--- src/rtl/game_round_timer.sv ---
// Countdown round timer in BCD seconds. Divides the game-tick enable into seconds, with
// start/pause control, a per-second strobe, a RUN-gated game tick and a time-up flag.
module game_round_timer #(
    parameter int unsigned TICKS_PER_SEC = 12,  // 1..255
    parameter int unsigned START_TENS    = 6,   // 0..9
    parameter int unsigned START_ONES    = 0    // 0..9, not both zero
) (
    input  logic       CLOCK_50,
    input  logic       resetn,
    input  logic       tick_pulse,
    input  logic       start,
    input  logic       pause,
    output logic [3:0] secs_tens,
    output logic [3:0] secs_ones,
    output logic       running,
    output logic       sec_strobe,
    output logic       game_tick,
    output logic       time_up
);

    typedef enum logic [1:0] {
        IDLE,
        RUN,
        PAUSE,
        DONE
    } state_t;

    localparam logic [7:0] TICK_LAST = 8'(TICKS_PER_SEC - 1);
    localparam logic [3:0] LOAD_TENS = 4'(START_TENS);
    localparam logic [3:0] LOAD_ONES = 4'(START_ONES);

    state_t     state;
    logic [7:0] tick_cnt;
    logic [3:0] dec_tens;
    logic [3:0] dec_ones;
    logic       dec_zero;
    logic       sec_done;

    // NOTE: defaults come first so that every path assigns every signal and no latch is inferred.
    always_comb begin
        dec_tens = secs_tens;
        dec_ones = secs_ones;
        if (secs_ones != 4'd0) begin
            dec_ones = secs_ones - 4'd1;
        end else if (secs_tens != 4'd0) begin
            dec_ones = 4'd9;
            dec_tens = secs_tens - 4'd1;
        end
        dec_zero = (dec_tens == 4'd0) && (dec_ones == 4'd0);
        sec_done = tick_pulse && (tick_cnt == TICK_LAST);
    end

    // NOTE: state registers use non-blocking assignments, so every branch below reads pre-edge values.
    always_ff @(posedge CLOCK_50 or negedge resetn) begin
        if (!resetn) begin
            state      <= IDLE;
            secs_tens  <= LOAD_TENS;
            secs_ones  <= LOAD_ONES;
            tick_cnt   <= 8'd0;
            running    <= 1'b0;
            sec_strobe <= 1'b0;
            game_tick  <= 1'b0;
            time_up    <= 1'b0;
        end else begin
            game_tick  <= tick_pulse && (state == RUN);
            sec_strobe <= 1'b0;
            unique case (state)
                IDLE, DONE: begin
                    if (start) begin
                        state     <= RUN;
                        running   <= 1'b1;
                        time_up   <= 1'b0;
                        secs_tens <= LOAD_TENS;
                        secs_ones <= LOAD_ONES;
                        tick_cnt  <= 8'd0;
                    end
                end
                RUN: begin
                    if (sec_done) begin
                        tick_cnt   <= 8'd0;
                        secs_tens  <= dec_tens;
                        secs_ones  <= dec_ones;
                        sec_strobe <= 1'b1;
                    end else if (tick_pulse) begin
                        tick_cnt <= tick_cnt + 8'd1;
                    end
                    // An expiring second wins over a simultaneous pause request.
                    if (sec_done && dec_zero) begin
                        state   <= DONE;
                        running <= 1'b0;
                        time_up <= 1'b1;
                    end else if (pause) begin
                        state   <= PAUSE;
                        running <= 1'b0;
                    end
                end
                PAUSE: begin
                    if (!pause) begin
                        state   <= RUN;
                        running <= 1'b1;
                    end
                end
                default: begin
                    state   <= IDLE;
                    running <= 1'b0;
                    time_up <= 1'b0;
                end
            endcase
        end
    end

endmodule

--- config.mk ---
export PLATFORM = sky130hd
export DESIGN_NAME = game_round_timer
export DESIGN_NICKNAME = d
export VERILOG_FILES = /design/src/rtl/game_round_timer.sv
export SDC_FILE = /design/constraint.sdc
export NUM_CORES = 1
export LEC_CHECK = 0
export BUFFER_PORTS_ARGS = -buffer_cell sky130_fd_sc_hd__buf_2
export CAP_MARGIN = 10
export CORE_ASPECT_RATIO = 0.9
export CORE_MARGIN = 2
export CORE_UTILIZATION = 45
export DETAILED_ROUTE_END_ITERATION = 7
export PLACE_DENSITY = 0.72
export SLEW_MARGIN = 15
export SYNTH_ARGS = -nofsm -noshare
export SYNTH_HDL_FRONTEND = slang
export SYNTH_SLANG_ARGS = --single-unit
--- constraint.sdc ---
create_clock -name CLOCK_50 -period 2.1 [get_ports CLOCK_50]
set_input_delay 0 -clock CLOCK_50 [delete_from_list [all_inputs] [get_ports CLOCK_50]]
set_output_delay 0 -clock CLOCK_50 [all_outputs]
set_load 0.01 [all_outputs]
# Word-level counts from Yosys, hierarchy flattened
# Index checks and enable logic that the tools add are counted.
dict set report totals {
  regBits 22
  out_inout_bits 12
  inputBits 5
}
dict set report classes {
  add_sub_neg 3
  mux 29
  n_reduce_logical 15
  eq_ne 10
}
# operator count
set op_table {}
lappend op_table {{$mux 4} 8}
lappend op_table {{$mux 8} 3}
lappend op_table {{$pmux 4 s2} 2}
lappend op_table {{$pmux 8 s2} 1}
lappend op_table {{$reduce_and 3->1} 4}
lappend op_table {{$add 8x1->8 const B} 1}
lappend op_table {{$eq 8x4->1 const B} 1}
lappend op_table {{$logic_not 4->1} 2}
lappend op_table {{$mux 1} 8}
lappend op_table {{$mux 2} 4}
lappend op_table {{$reduce_bool 4->1} 2}
lappend op_table {{$sub 4x1->4 const B} 2}
lappend op_table {{$ne 2x2->1 const B} 3}
lappend op_table {{$pmux 2 s3} 1}
lappend op_table {{$eq 2x2->1 const B} 2}
lappend op_table {{$logic_and 1x1->1} 4}
lappend op_table {{$ne 3x2->1 const B} 1}
lappend op_table {{$ne 3x3->1 const B} 1}
lappend op_table {{$pmux 1 s3} 1}
lappend op_table {{$eq 2x1->1 const B} 1}
lappend op_table {{$logic_not 2->1} 1}
lappend op_table {{$ne 2x1->1 const B} 1}
lappend op_table {{$pmux 1 s2} 1}
lappend op_table {{$reduce_bool 2->1} 1}
lappend op_table {{$reduce_or 2->1} 1}

# Longest topological paths before layout
dict set report logic_depth {
  depth_word 8
  mapped_depth 9
  ltp_nobuf 7
}

# Worst setup path before layout
# OpenSTA, ideal clock, no wires.
dict set report synth_timing {
  path_type {register to register}
  from {reg secs_ones[0]}
  to {reg state[1]}
  slack_ns -0.112
  synth_period_minus_slack_ns 2.212
  path_stages_with_launch 9
  n_path_buf 1
  arrival_ns 2.125
  cell_sequence {dfrtp_1 inv_1 ha_1 or3b_1 buf_6 a2111oi_4 a31oi_2 o311a_1 a211oi_2}
}
dict set report synth_via {
  elab_chain_cells 7
  elab_cells_between_ends 13
}
# element line
set synth_lines {}
lappend synth_lines {{from (decl)} 14} ;# output logic [3:0] secs_ones,
lappend synth_lines {{from (signal assigned)} 82} ;# secs_ones <= dec_ones;
lappend synth_lines {{$sub 4x1->4, or another cell as far along} 44} ;# dec_ones = secs_ones - 4'd1;
lappend synth_lines {{$mux 4} 43} ;# if (secs_ones != 4'd0) begin
lappend synth_lines {{$logic_not 4->1} 49} ;# dec_zero = (dec_tens == 4'd0) && (dec_ones == 4'd0);
lappend synth_lines {{$logic_and 1x1->1 *} 49}
lappend synth_lines {{$logic_and 1x1->1 *} 88} ;# if (sec_done && dec_zero) begin
lappend synth_lines {{$ne 3x2->1 (no source line) / $mux 2 (equally long branches)} -}
lappend synth_lines {{$reduce_and 3->1 (no source line) / $pmux 2 s3 (equally long branches)} -}
lappend synth_lines {{to (signal assigned)} 56} ;# state <= IDLE;
lappend synth_lines {{to (signal assigned)} 89} ;# state <= DONE;
lappend synth_lines {{to (signal assigned)} 93} ;# state <= PAUSE;
lappend synth_lines {{to (decl)} 32} ;# state_t state;
# Every way passes the cells marked *; elsewhere a longest branch is shown, timed or not.
# A chain may end at the register's enable or synchronous reset.

# Worst setup path in the final report
dict set report layout_timing {
  from {reg secs_tens[1]}
  to {reg state[1]}
}
dict set report layout_via {
  elab_chain_cells 8
  elab_cells_between_ends 14
}
# element line
set layout_lines {}
lappend layout_lines {{from (decl)} 13} ;# output logic [3:0] secs_tens,
lappend layout_lines {{from (signal assigned)} 81} ;# secs_tens <= dec_tens;
lappend layout_lines {{$sub 4x1->4 / $reduce_bool 4->1 (equally long branches)} {47, 45}}
lappend layout_lines {{$mux 4} 45} ;# end else if (secs_tens != 4'd0) begin
lappend layout_lines {{$mux 4} 43}
lappend layout_lines {{$logic_not 4->1} 49}
lappend layout_lines {{$logic_and 1x1->1 *} 49}
lappend layout_lines {{$logic_and 1x1->1 *} 88}
lappend layout_lines {{$ne 3x2->1 (no source line) / $mux 2 (equally long branches)} -}
lappend layout_lines {{$reduce_and 3->1 (no source line) / $pmux 2 s3 (equally long branches)} -}
# Marked as above.

==> summary.txt <==
Run status
  • Status: finished, final reports clean

Place
  • GPL Wtd Cong: approximately 0.86
  • DP Cell Count: roughly 190
  • Port Buf Inserts: 16
  • Hpwl dp: just over 2000 um

STA
  • Max Slew Vio Count: 0
  • Slew headroom: 0.678
  • Clk_skew: roughly 13 ps
  • Fin crit period: between 2000 and 2500 ps
  • Final worst-path cycle share: 0.953
  • Final hold vios: 0
  • RSZ-0062 raised after global routing: true
  • F_max: around 500 MHz
  • Worst hold slack: ~11 ps
  • Slew @ Worst Pin: a little under 500 ps
  • Final Setup Violations: 0

Synthesis
  • Cell area after synthesis: ~1300 um^2
  • Syn_nets: 144
  • Synth warn: 0
  • Asr flop ratio synth: 1.00
  • Top post-synthesis cells by area: dfrtp_1 (38%), ha_1 (4.8%), dfstp_2 (4.0%)
  • Yosys cell types: 49
  • Biggest area consumer among synthesized cells: dfrtp_1
  • Synthesized area per cell: 9.80 um^2
  • Cells after Synth: 134
  • Post-synth top flop: dfrtp_1
  • Register bit count reported by yosys: 22
  • Seq/Total Area, Yosys: 0.421
  • Count leader, synth: dfrtp_1
  • Synth top area share: 0.381
  • Post-synth EDFFs: 0
  • Commonest cells post-synth: dfrtp_1 (20), nor2_1 (13), inv_1 (12)

Clock network
  • Inserted Clock Buffers: 3
  • Clock sink total: 22
  • CTS tree: done
  • Clk slew on worst S/H paths: ~130 ps
  • Root Driver: clkbuf_4
  • Max clock buf depth: 2
  • CTS H-tree lvls: 1
  • Worst-Skew Late Latency: around 300 ps

Die
  • # IOs: 17
  • Num rows: 18
  • Die area: 3370 um^2
  • Core Area: about 2800 um^2
  • Die W: 61.0 um
  • Initial core utilization: 0.474
  • Die Y: 55.3 um

GRT
  • Initial antenna violation count: 0
  • Pin count of the biggest net entering global routing: 23
  • Global Route Usage Sum: 0.167
  • Number of global-route vias before repair: around 1k
  • Global-route wire length before repair: between 4000 and 5000 um
  • Grt total ovfl: 0

Critical path
  • Critical path buffers and inverters: 1
  • Setup CP Type: reg2reg
  • Worst Path Required: roughly 2300 ps
  • Critical Path, Cell by Cell: inv_1 > ha_1 > and4bb_2 > mux2i_2 > o21ai_2 > o311a_1 > a211oi_2
  • CP Capture Type: register
  • RR Startpoint: secs_tens[1]
  • Crit path DAT: about 2200 ps
  • Crit path depth: 7
  • Max incr delay on CP: 580 ps
  • Worst path slowest cell: dfstp_2
  • Cell family with most CP delay: compound AO/OA/AOI/OAI gates
  • R2r worst-path depth: 7
  • Startpoint type of the worst setup path: register
  • Crit-path max FO: 5
  • R2r setup slk: roughly 100 ps
  • Worst r2r dst: state[1]

Cells and area
  • Area growth syn-to-layout: 20.3%
  • Final Util: 0.570
  • Layout cells sized above 1: 0.317
  • Diodes inserted: 0
  • Final nets: 172
  • Non-Filler Instances: 201

Route
  • DRT Wirelength: between 2000 and 3000 um
  • Via density per instance: about 5.3
  • ANT nets after route: 0
  • 1st-pass router iterations: 4
  • Routed wire per std cell: approximately 14 um
  • Routed via count: between 1k and 1.5k
  • Drc violations: 0
  • Initial DRC Count: between 40 and 50

Power
  • Peak supply drop: roughly 0.48 mV
  • Leak pwr: roughly 0.00072 uW
  • Pwr per Cell Area: approximately 810 nW/um^2

Worst hold path
  • Hold Path Origin: pause
  • HP Class: in2reg
  • Worst hold endpoint: running
  • Number of cells on the worst hold path: 4

Flow run
  • Max Cap Viol: 0
## layer usage
metal	vias to the layer above	track usage	routed length, um
met3	2	0.0234	51
li1	531	-	-
met4	0	0.0373	12
met5	-	0	0
met1	528	0.237	1270
met2	10	0.269	1390
## worst reg2reg max path, stage by stage, from the launching register on
cell	delay [ps]
dfstp_2	580
inv_1	50
ha_1	190
and4bb_2	250
mux2i_2	230
o21ai_2	120
o311a_1	360
a211oi_2	160
## worst max path at each step
stage / start / to / slack (ps)
after CTS: secs_ones[1] / time_up / 10
after detailed placement: secs_ones[1] / state[1] / -5
after global placement: secs_ones[1] / state[1] / 5
after global routing: secs_tens[0] / state[1] / -10
final: secs_tens[1] / state[1] / 100
after floorplan: secs_ones[0] / state[1] / 30
## stage by stage
step / total power, uW / setup TNS [ps] / instance area, um^2 / setup slack, ps
floorplan: 931 / 0 / 1330 / 26.1
global placement: 1040 / 0 / 1490 / 4.88
detailed placement: 1070 / -4.83 / 1490 / -4.83
CTS: 1270 / 0 / 1540 / 13.9
global route: 1370 / -12.5 / 1580 / -12.5
finish: 1290 / 0 / 1580 / 98.2
## cell usage in the layout, fill, tap and decap left out, types with 2 or more instances in the layout
cell type / Yosys / routed
clkbuf_4: 0 / 3
inv_2: 0 / 2
and2_1: 3 / 3
nor2b_1: 2 / 2
dfrtp_1: 20 / 18
dfstp_2: 2 / 2
nand2b_1: 2 / 2
a21oi_1: 4 / 3
inv_1: 12 / 10
mux2i_1: 4 / 3
o21ai_0: 5 / 4
dlygate4sd3_1: 0 / 2
nor4_1: 3 / 2
xor2_1: 5 / 5
and2b_2: 2 / 2
nand2_1: 7 / 7
buf_4: 0 / 9
nand4_1: 2 / 2
buf_2: 0 / 16
and3_1: 2 / 2
o21a_1: 4 / 4
dfrtp_2: 0 / 2
nor2_1: 13 / 13
ha_1: 5 / 4
nand3_1: 5 / 5
## sequential cells by signal (all words and copies together) (netlist names)
name,count
running,1
sec_strobe,1
time_up,1
state,2
secs_ones,4
secs_tens,4
tick_cnt,8
game_tick,1
## power breakdown
group          total [uW]  leakage (uW)  internal [uW]  switching (uW)
combinational         574      0.000421            243             331
clock                 198     0.0000150           73.8             124
sequential            513      0.000287            476            36.6
total                1290      0.000723            793             492
## kinds of logic (layout without fill, tap and decap cells)
| kind of cell | count (synthesis) | after routing | share of synthesized area |
|---|---|---|---|
| flip-flops | 22 | 22 | 0.421 |
| AND/OR/NAND/NOR | 50 | 50 | 0.213 |
| multiplexers | 4 | 4 | 0.0305 |
| AO/OA/AOI/OAI | 31 | 31 | 0.190 |
| XOR/XNOR | 6 | 6 | 0.0400 |
| buffers and inverters | 16 | 43 | 0.0571 |
| adder cells (fa/ha/maj) | 5 | 5 | 0.0476 |
## cell type report
type                            instances  area, um^2
Fill cell                             248        1190
Clock buffer                            4        26.3
Sequential cell                        22         556
Tap cell                               40        50.0
Multi-Input combinational cell         96         736
Inverter                               12        45.0
Timing Repair Buffer                   27         168
## repair_timing
item                                    in CTS  in global routing
endpoints found under the setup margin       1                 11
hold buffers                                 2                  0
buffers inserted                             0                  1
hold endpoints to repair                    21                  0
gates resized for setup                      1                  8
pin swaps                                    0                  2
(Power assumes the default switching activity.)
